===== src/rtl/regs_scan_if.sv =====
// Output stream of the register scanner: one {index, data} word per
// valid/ready handshake.
//
// Handshake: the master raises valid together with index/data and
// keeps all three stable until it sees ready at a rising edge while valid
// is high. That edge is the transfer. ready while valid is low has no
// effect, and the slave may drive ready without waiting for valid.
interface regs_scan_if #(
  parameter int ADDR_W = 5,
  parameter int DATA_W = 32
);
  logic              valid;
  logic              ready;
  logic [ADDR_W-1:0] index;
  logic [DATA_W-1:0] data;

  modport master (
    output valid,
    output index,
    output data,
    input  ready
  );

  modport slave (
    input  valid,
    input  index,
    input  data,
    output ready
  );
endinterface


===== src/rtl/regs_scan.sv =====
// Sequential read-out engine for the CPU register file. It owns one
// register-file read port. On start it walks first_reg..last_reg
// (inclusive) and reads one register per READ cycle. Each value is held
// as a snapshot and streamed as an {index, data} word over out_if.
module regs_scan #(
  parameter int REG_COUNT = 32,
  parameter int ADDR_W    = 5,
  parameter int DATA_W    = 32
) (
  input  logic              clk,
  input  logic              rst_n,
  input  logic              start,
  input  logic [ADDR_W-1:0] first_reg,
  input  logic [ADDR_W-1:0] last_reg,
  output logic              busy,
  output logic              done,
  output logic [ADDR_W-1:0] rf_read_reg,
  output logic              rf_read_en,
  input  logic [DATA_W-1:0] rf_read_data,
  regs_scan_if.master       out_if,
  output logic [1:0]        state_o
);

  localparam logic [1:0] S_IDLE = 2'd0;
  localparam logic [1:0] S_READ = 2'd1;
  localparam logic [1:0] S_SEND = 2'd2;
  localparam logic [1:0] S_DONE = 2'd3;

  // Highest legal index. The scan stops here even if last_reg is larger,
  // so cur never wraps.
  localparam logic [ADDR_W-1:0] LAST_IDX = ADDR_W'(REG_COUNT - 1);

  logic [1:0]        state_q,  state_d;
  logic [ADDR_W-1:0] cur_q,    cur_d;
  logic [ADDR_W-1:0] last_q,   last_d;
  logic [ADDR_W-1:0] rd_reg_q, rd_reg_d;
  logic              valid_q,  valid_d;
  logic [ADDR_W-1:0] index_q,  index_d;
  logic [DATA_W-1:0] data_q,   data_d;

  logic handshake;
  logic at_end;

  assign handshake = valid_q & out_if.ready;
  assign at_end    = (cur_q == last_q) || (cur_q == LAST_IDX);

  // Next-state and datapath decisions for the scan FSM.
  always_comb begin
    state_d  = state_q;
    cur_d    = cur_q;
    last_d   = last_q;
    rd_reg_d = rd_reg_q;
    valid_d  = valid_q;
    index_d  = index_q;
    data_d   = data_q;
    case (state_q)
      S_IDLE: begin
        if (start) begin
          cur_d  = first_reg;
          last_d = last_reg;
          if (first_reg <= last_reg) begin
            // The read address is registered ahead of READ, so the file
            // sees it in the same cycle that rf_read_en rises.
            rd_reg_d = first_reg;
            state_d  = S_READ;
          end else begin
            // Empty range: finish without emitting any word.
            state_d = S_DONE;
          end
        end
      end
      S_READ: begin
        // The file answers combinationally. Capturing here makes the held
        // word immune to later writes to the same register.
        data_d  = rf_read_data;
        index_d = cur_q;
        valid_d = 1'b1;
        state_d = S_SEND;
      end
      S_SEND: begin
        if (handshake) begin
          valid_d = 1'b0;
          if (at_end) begin
            state_d = S_DONE;
          end else begin
            cur_d    = cur_q + 1'b1;
            rd_reg_d = cur_q + 1'b1;
            state_d  = S_READ;
          end
        end
      end
      S_DONE: begin
        state_d = S_IDLE;
      end
      default: begin
        state_d = S_IDLE;
      end
    endcase
  end

  // State and datapath registers. Reset drops any in-flight word at once.
  always_ff @(posedge clk) begin
    if (!rst_n) begin
      state_q  <= S_IDLE;
      cur_q    <= '0;
      last_q   <= '0;
      rd_reg_q <= '0;
      valid_q  <= 1'b0;
      index_q  <= '0;
      data_q   <= '0;
    end else begin
      state_q  <= state_d;
      cur_q    <= cur_d;
      last_q   <= last_d;
      rd_reg_q <= rd_reg_d;
      valid_q  <= valid_d;
      index_q  <= index_d;
      data_q   <= data_d;
    end
  end

  assign busy        = (state_q != S_IDLE);
  assign done        = (state_q == S_DONE);
  assign rf_read_en  = (state_q == S_READ);
  assign rf_read_reg = rd_reg_q;
  assign state_o     = state_q;

  assign out_if.valid = valid_q;
  assign out_if.index = index_q;
  assign out_if.data  = data_q;

endmodule


===== src/flat_wrapper.sv =====
// flat-port wrapper written by rule: the top's interface ports become plain ports
module regs_scan_flat 
#(
  parameter int REG_COUNT = 32,
  parameter int ADDR_W    = 5,
  parameter int DATA_W    = 32
)
  (clk, rst_n, start, first_reg, last_reg, busy, done, rf_read_reg, rf_read_en, rf_read_data, state_o, out_if_valid, out_if_index, out_if_data, out_if_ready);
  regs_scan_if #(.ADDR_W(ADDR_W), .DATA_W(DATA_W)) out_if_i ();
  input  logic clk;
  input  logic rst_n;
  input  logic start;
  input  logic [ADDR_W-1:0] first_reg;
  input  logic [ADDR_W-1:0] last_reg;
  output logic busy;
  output logic done;
  output logic [ADDR_W-1:0] rf_read_reg;
  output logic rf_read_en;
  input  logic [DATA_W-1:0] rf_read_data;
  output logic [1:0] state_o;
  output wire logic [$bits(out_if_i.valid)-1:0] out_if_valid;
  output wire logic [$bits(out_if_i.index)-1:0] out_if_index;
  output wire logic [$bits(out_if_i.data)-1:0] out_if_data;
  input wire logic [$bits(out_if_i.ready)-1:0] out_if_ready;
  assign out_if_valid = out_if_i.valid;
  assign out_if_index = out_if_i.index;
  assign out_if_data = out_if_i.data;
  assign out_if_i.ready = out_if_ready;
  regs_scan #(.REG_COUNT(REG_COUNT), .ADDR_W(ADDR_W), .DATA_W(DATA_W)) u_core (.clk(clk), .rst_n(rst_n), .start(start), .first_reg(first_reg), .last_reg(last_reg), .busy(busy), .done(done), .rf_read_reg(rf_read_reg), .rf_read_en(rf_read_en), .rf_read_data(rf_read_data), .out_if(out_if_i), .state_o(state_o));
endmodule

===== config.mk =====
export PLATFORM = sky130hd
export DESIGN_NAME = regs_scan_flat
export DESIGN_NICKNAME = d
export VERILOG_FILES = /design/src/rtl/regs_scan_if.sv /design/src/rtl/regs_scan.sv /design/src/flat_wrapper.sv
export SDC_FILE = /design/constraint.sdc
export NUM_CORES = 1
export LEC_CHECK = 0
export BUFFER_PORTS_ARGS = -buffer_cell sky130_fd_sc_hd__buf_2
export CAP_MARGIN = 20
export CORE_UTILIZATION = 40
export CTS_CLUSTER_SIZE = 28
export DETAILED_ROUTE_END_ITERATION = 7
export GPL_TIMING_DRIVEN = 0
export PLACE_DENSITY = 0.81
export SKIP_CTS_REPAIR_TIMING = 1
export SYNTH_ARGS = -nofsm -noshare
export SYNTH_HDL_FRONTEND = slang
export SYNTH_SLANG_ARGS = --single-unit

===== constraint.sdc =====
create_clock -name clk -period 2.1 [get_ports clk]
set_input_delay 0.105 -clock clk [delete_from_list [all_inputs] [get_ports clk]]
set_output_delay 0.105 -clock clk [all_outputs]
set_load 0.03 [all_outputs]

==> impl_results.md, run 1 <==
- FMAX: 484.6 MHz
- WL/cell: between 10 and 15 um
- Highest routed metal layer: met4
- Syn. warnings: 0
- Max reg flops: 32
- First-pass GRT wire length: approximately 8.3 mm
- Min-delay worst type: in -> reg
- Die area: approximately 0.006 mm2
- Setup TNS: 0 ps
- Detailed-route wire length: ~5.2 mm
- Worst-path clk slew: about 90 ps
- DIE HEIGHT: a little under 80 um
- Initial antenna violation count: 0
- Area Overhead vs Synth: 32.20%
- PD cells: about 800 mW/mm2
- Distinct cells, synth: 35
- Met3 WL post-DR: ~250 um
- Worst path required time: between 2000 and 2500 ps
- Core Area: roughly 0.0055 mm2
- DP Area: 0.002835 mm2
- Final hold slack: between 20 and 30 ps
- Final #Nets: ~440
- Commonest register cell after synthesis: dfxtp_1
- Crit share post-route: approximately 100%
- Total GRT Usage: 17.26%
- Final Instance Area: roughly 0.0030 mm2
- Die Wd: 77.58 um
- Initial Utilization: between 40% and 50%
- Diodes inserted: 0
- Clock Sinks: 55
- Max Cap Violations: 0
- Synth Cell Area: 0.002285 mm2
- Share of post-route cells with drive strength above 1: between 30% and 40%
- Deepest clock path buffer count: 2
- Syn avg cell area: between 8 and 9 um2
- Gpl congestion: slightly above 0.8
- Post-synth ARST share: 0%
- Largest net degree at the start of global routing: 17
- Peak supply drop: 0.0003945 V
- Met2 Wirelength: 2.437 mm
- Post-synthesis net count: ~330
- Number of synthesized flops with an enable pin: 0
- Post-Place Cells: 444
- Slew @ Worst Pin: between 400 and 500 ps
- Via density: 4.703
- Routed vias: 2154
- Final Setup Violations: 0
- Worst-Skew Late Latency: roughly 300 ps
- Post-Layout Cell Count: between 400 and 500
- Final hold vios: 0
- First drt pass iteration count: 4
- Vias in the first global route: 1949
- Inserted Clock Buffers: 5
- Leakage power: around 0.0014 uW
- Worst Skew: 6.415 ps
- Post-DRT Antenna Nets: 0
- I/O Buffers: between 90 and 100
- Fin crit period: 2063 ps
- Crit. End Element: flip-flop
- Crit path DAT: 2260 ps
- Num rows: 27
- H-tree lvl count: 2
- Top Ports: 94
- Crit path kind: reg -> reg
- Status: finished clean
- Slew HR: between 60% and 70%
- GRT overflow: 0
- Register area share after synthesis: between 40 and 50%
- Synth Register Bits: 55
- Slew Limit Fails: 0
- Syn Inst Count: 280
- Crit Path Max Fanout: 6
- Post-DP HPWL: just under 4 mm
- Residual DRC: 0
- Met1 wire length: approximately 2.4 mm
- Clock tree from TritonCTS: built
- CTS Root Cell: clkbuf_8
- Worst setup SP type: flip-flop
- First DRT Iteration DRCs: 37
[cell families after synthesis]
group                    share of synthesized area [%]
AO/OA/AOI/OAI                                    14.24
AND/OR/NAND/NOR                                  21.52
flip-flops                                       48.19
XOR/XNOR                                         2.684
buffers and inverters                            4.600
adder cells (fa/ha/maj)                          3.833
multiplexers                                     4.929
[report_power, final]
| part | internal (uW) | total, uW | switching, uW | leakage, uW |
|---|---|---|---|---|
| Sequential | 1120 | 1180 | 59.7 | 0.000450 |
| Clock | 300 | 628 | 328 | 0.0000505 |
| Combinational | 227 | 597 | 370 | 0.000906 |
| Total | 1650 | 2410 | 757 | 0.00141 |
[worst max-delay path, stage by stage, from the launching register on]
cell and delay (ps):
dfxtp_4 380, ha_4 170, and3_4 170, ha_2 170, a221o_1 350, a31o_4 250
or3_1 350, o211a_1 130
[metal layers]
| metal | vias up | track usage, % |
|---|---|---|
| li1 | 1124 | - |
| met1 | 964 | 20.93 |
| met2 | 57 | 28.94 |
| met3 | 9 | 4.471 |
| met4 | 0 | 6.981 |
| met5 | - | 0 |
[stage by stage]
stage	worst slack [ps]	power, uW	util, %
global route	-3.168	2545	54.85
CTS	-145.9	2402	53.37
detailed placement	-128.3	1768	51.49
global placement	-118.3	1757	51.49
finish	36.52	2406	54.85
floorplan	0.9237	1594	-
[cell usage in the layout (no fill, tap or decap), drive strengths merged, types with 2 or more instances in the layout]
cell type / instances
mux2: 2
nand2: 86
nor3: 4
a21oi: 40
and3: 2
o21ai: 2
nor2b: 2
a31oi: 2
clkbuf: 21
inv: 9
nand2b: 2
nor2: 17
and2: 2
o211ai: 2
ha: 7
mux2i: 9
nand3: 2
xor2: 6
dfxtp: 55
buf: 100
a211oi: 2
[path summary, 6_finish.rpt]
check / startpoint / end / slack [ps] / cells past startpoint
worst max-delay path: u_core.cur_q[0]$_SDFFE_PN0P_ / u_core.rf_read_reg[0]$_SDFFE_PN0P_ / 40 / 7
worst min-delay path: rf_read_data[9] / u_core.out_if.data[9]$_SDFFE_PN0P_ / 30 / 3
worst max register to register: u_core.cur_q[0]$_SDFFE_PN0P_ / u_core.rf_read_reg[0]$_SDFFE_PN0P_ / 40 / 7
worst min register to register: u_core.out_if.data[17]$_SDFFE_PN0P_ / u_core.out_if.data[17]$_SDFFE_PN0P_ / 450 / 2
[cell type report]
cell class	instances	area, um2
fillers	552	2486
flip-flops and latches	55	1109
multi-input cells	199	1105
repair buffers	98	508.0
clock buffers	7	96.34
well taps	72	90.09
plain buffers	17	71.32
inverters	9	33.78
clock inverters	1	7.507
[synthesized netlist by cell type, types with 2 or more instances]
cell type | n | area (um2)
mux2_2 | 2 | 22.52
a21oi_1 | 40 | 200.2
clkbuf_1 | 14 | 52.55
a31oi_1 | 2 | 12.51
and2_1 | 2 | 12.51
xor2_1 | 6 | 52.55
nand3_1 | 2 | 10.01
mux2i_1 | 9 | 90.09
nor2_1 | 16 | 60.06
a211oi_1 | 2 | 15.01
buf_1 | 2 | 7.510
dfxtp_1 | 55 | 1101
ha_1 | 7 | 87.58
o211ai_1 | 2 | 15.01
nand2_1 | 86 | 322.8
nor3_1 | 4 | 20.02
o21ai_0 | 2 | 10.01
inv_1 | 8 | 30.03
nor2b_1 | 2 | 12.51
and3_1 | 2 | 12.51
Note: power is estimated with default switching activity, not from simulation.
==> run 2, diff against run 1 <==
- ABC_AREA: not set -> 1
- CELL_PAD_IN_SITES_DETAIL_PLACEMENT: not set -> 0
- CELL_PAD_IN_SITES_GLOBAL_PLACEMENT: not set -> 2
- CORE_UTILIZATION: 40 -> 23
- CTS_BUF_LIST: not set -> sky130_fd_sc_hd__clkbuf_16
- PLACE_DENSITY: 0.81 -> 0.85
==> run 2 against run 1 <==
Combinational power rose by 45%. Routed wire length rose by 26%. Power rose by 25%. Via count rose by 6.3%. Worst setup slack improved by 160 ps. Cell area rose by 5.1%. Clock-buffer cell count fell by 2. Sequential power rose by 7%. Global-route usage fell by 4.7 points.
==> impl_results.md, run 2 <==
- Overall Power: 2998 uW (+25%)
- Crit share post-route: 90.78% (-7.5 points)
- Max stage delay on crit path: 410 ps (+30 ps)
- Post-DP HPWL: 4.875 mm (+25%)
- Most frequent cells in the layout: buf_2, nor2_1, dfxtp_1
- Diodes inserted: 0 (unchanged)
- Synth area leaders: dfxtp_1, nor2_1, o21ai_0
- Crit Path Max Fanout: 10 (+4)
- Distinct cells, synth: 28 (-20%)
- Crit path DAT: 1800 ps (-460 ps)
- Share of post-route cells with drive strength above 1: 29.95% (-0.62 points)
- First DRT Iteration DRCs: 46 (+24%)
- Register area share after synthesis: 46.07% (-2.1 points)
- Area leader, netlist: dfxtp_1
- Worst-path clk slew: 80 ps (about the same)
- Num rows: 36 (+33%)
- Clock Sinks: 55 (unchanged)
- Final Setup Violations: 0 (unchanged)
- Final #Nets: 476 (+8.7%)
- Min-delay worst type: in -> reg
- Worst Skew: 8.400 ps (+1.985 ps)
- RSZ-0062 raised after global routing: no
- Post-synth top area share: 46.07% (-2.1 points)
- Post-synth top cells: nor2_1, dfxtp_1, o21ai_0
- Post-DRT Antenna Nets: 0 (unchanged)
- Status: finished clean
- Die area: 0.01080 mm2 (+80%)
- Gpl congestion: 0.7463 (-9.7%)
- Setup TNS: 0 ps (unchanged)
- Post-synth ARST share: 0% (unchanged)
- Die Wd: 103.9 um (+34%)
- Via density: 4.110 (-13%)
- I/O Buffers: 93 (+1.1%)
- Clock tree from TritonCTS: built
- Worst path required time: 2000 ps (-300 ps)
- Commonest register cell after synthesis: dfxtp_1
- Number of synthesized flops with an enable pin: 0 (unchanged)
- Max reg flops: 32 (unchanged)
- Syn. warnings: 0 (unchanged)
- Routed vias: 2289 (+6.3%)
- Peak supply drop: 0.0003425 V (-13%)
- Final hold vios: 0 (unchanged)
- Residual DRC: 0 (unchanged)
- Deepest clock path buffer count: 2 (unchanged)
- Max Cap Violations: 0 (unchanged)
- Inserted Clock Buffers: 5 (unchanged)
- Slew HR: 64.96% (-2.8 points)
- Synth Cell Area: 0.002390 mm2 (+4.6%)
- Leakage power: 0.001665 uW (+18%)
- Detailed-route wire length: 6.584 mm (+26%)
- Global routing usage on met1: 15.87% (-5.1 points)
- GRT overflow: 0 (unchanged)
- WL/cell: 11.82 um (+3.8%)
- Total GRT Usage: 12.54% (-4.7 points)
- DIE HEIGHT: 103.9 um (+34%)
- H-tree lvl count: 2 (unchanged)
- Area Overhead vs Synth: 32.83%
- First-pass GRT wire length: 10.89 mm (+31%)
- Crit. End Element: output port
- Core Area: 0.009910 mm2 (+80%)
- Top Ports: 94 (unchanged)
- Worst path cell trace: inv_2 > nor2_2 > buf_2 > buf_2
- Worst setup SP type: flip-flop
- Slew @ Worst Pin: 525.6 ps (+41.57 ps)
- Crit-path slowest cell: dfxtp_1
- GR met3 Demand/Resource: 3.822% (-0.65 points)
- Slew Limit Fails: 0 (unchanged)
- PD cells: 944.5 mW/mm2 (+19%)
- Syn Inst Count: 323 (+15%)
- Grt peak-use layer: met2
- Most frequent CP cell: buf_2
- Largest net degree at the start of global routing: 20 (+3)
- Worst-Skew Late Latency: 300 ps (about the same)
- Commonest non-fill, non-tap cell in the layout: buf_2
- Syn avg cell area: 7.399 um2 (-9.3%)
- Post-synthesis net count: 376 (+13%)
- Initial antenna violation count: 0 (unchanged)
- Crit path kind: reg -> out
- Fin crit period: 1906 ps (-157.2 ps)
- First drt pass iteration count: 4 (unchanged)
- Count leader, synth: nor2_1
- Vias in the first global route: 2200 (+13%)
- Met2 usage: 20.71% (-8.2 points)
- Initial Utilization: 24.12% (-17 points)
- FMAX: 524.6 MHz (+8.2%)
- CTS Root Cell: clkbuf_16
- Synth Register Bits: 55 (unchanged)
[run 2: cell types whose count changed after synthesis, moves of 4 or more]
cell	before	now
a21oi_1	40	15
buf_2	0	5
clkbuf_1	14	7
inv_1	8	28
mux2i_1	9	1
nand2_1	86	36
nand2_4	0	4
nand4_1	0	4
nor2_1	16	88
o21ai_0	2	45
xor2_1	6	2
[run 2: metal layers]
layer,routed length [um],vias to the layer above
met5,0,-
met1,3155,1000
met4,63,0
li1,-,1218
met3,416,8
met2,2948,63
[run 2: layout make-up]
type                       instances  area [um2]
multi-input combinational        222        1102
clock inverter                     3       27.53
clock buffer                       5       125.1
sequential                        55        1101
inverter                          34       135.1
fill                            1106        6735
tap                              133       166.4
buffer                            12       51.30
timing repair buffer              93       465.4
[run 2: path summary, 6_finish.rpt]
path	from	end	slack, ps	cells after the start
worst max-delay path	u_core.state_o[0]$_SDFFE_PN0P_	rf_read_en	190	4
worst min-delay path	rf_read_data[7]	u_core.out_if.data[7]$_SDFFE_PN0P_	20	3
worst max register to register	u_core.state_o[0]$_SDFFE_PN0P_	u_core.out_if.data[27]$_SDFFE_PN0P_	430	5
worst min register to register	u_core.rf_read_reg[0]$_SDFFE_PN0P_	u_core.rf_read_reg[0]$_SDFFE_PN0P_	510	4
[run 2: cells by family after synthesis]
kind of cell	share of synthesized area, %
adders and majority gates	3.665
AOI/OAI and AO/OA	14.19
and+or+nand+nor	26.75
DFF	46.07
muxes	0.4189
xor gates and xnor gates	1.100
buffers and inverters	7.801
[run 2: report_power, final]
part           switching [uW]  leakage, uW  internal [uW]
Sequential               86.2     0.000452           1170
Combinational             593      0.00114            274
Clock                     417    0.0000719            454
Total                    1100      0.00167           1900
[run 2: through the flow]
stage,cell area [um2],hold WS (ps),cells,setup WS [ps],utilization [%]
finish,3174,22.93,557,193.7,32.03
global route,3174,23.69,557,74.29,32.03
CTS,3174,18.18,557,186.8,32.03
detailed placement,3022,334.7,549,433.2,30.49
global placement,3022,327.4,549,455.4,30.49
floorplan,2390,239.6,323,611.7,-
[run 2: worst max-delay path, delay by kind of cell, from the launching register on]
kind / cells / cell delay (ps)
buffers and inverters: 3 / 710
AND/OR/NAND/NOR: 1 / 390
flip-flops: 1 / 410
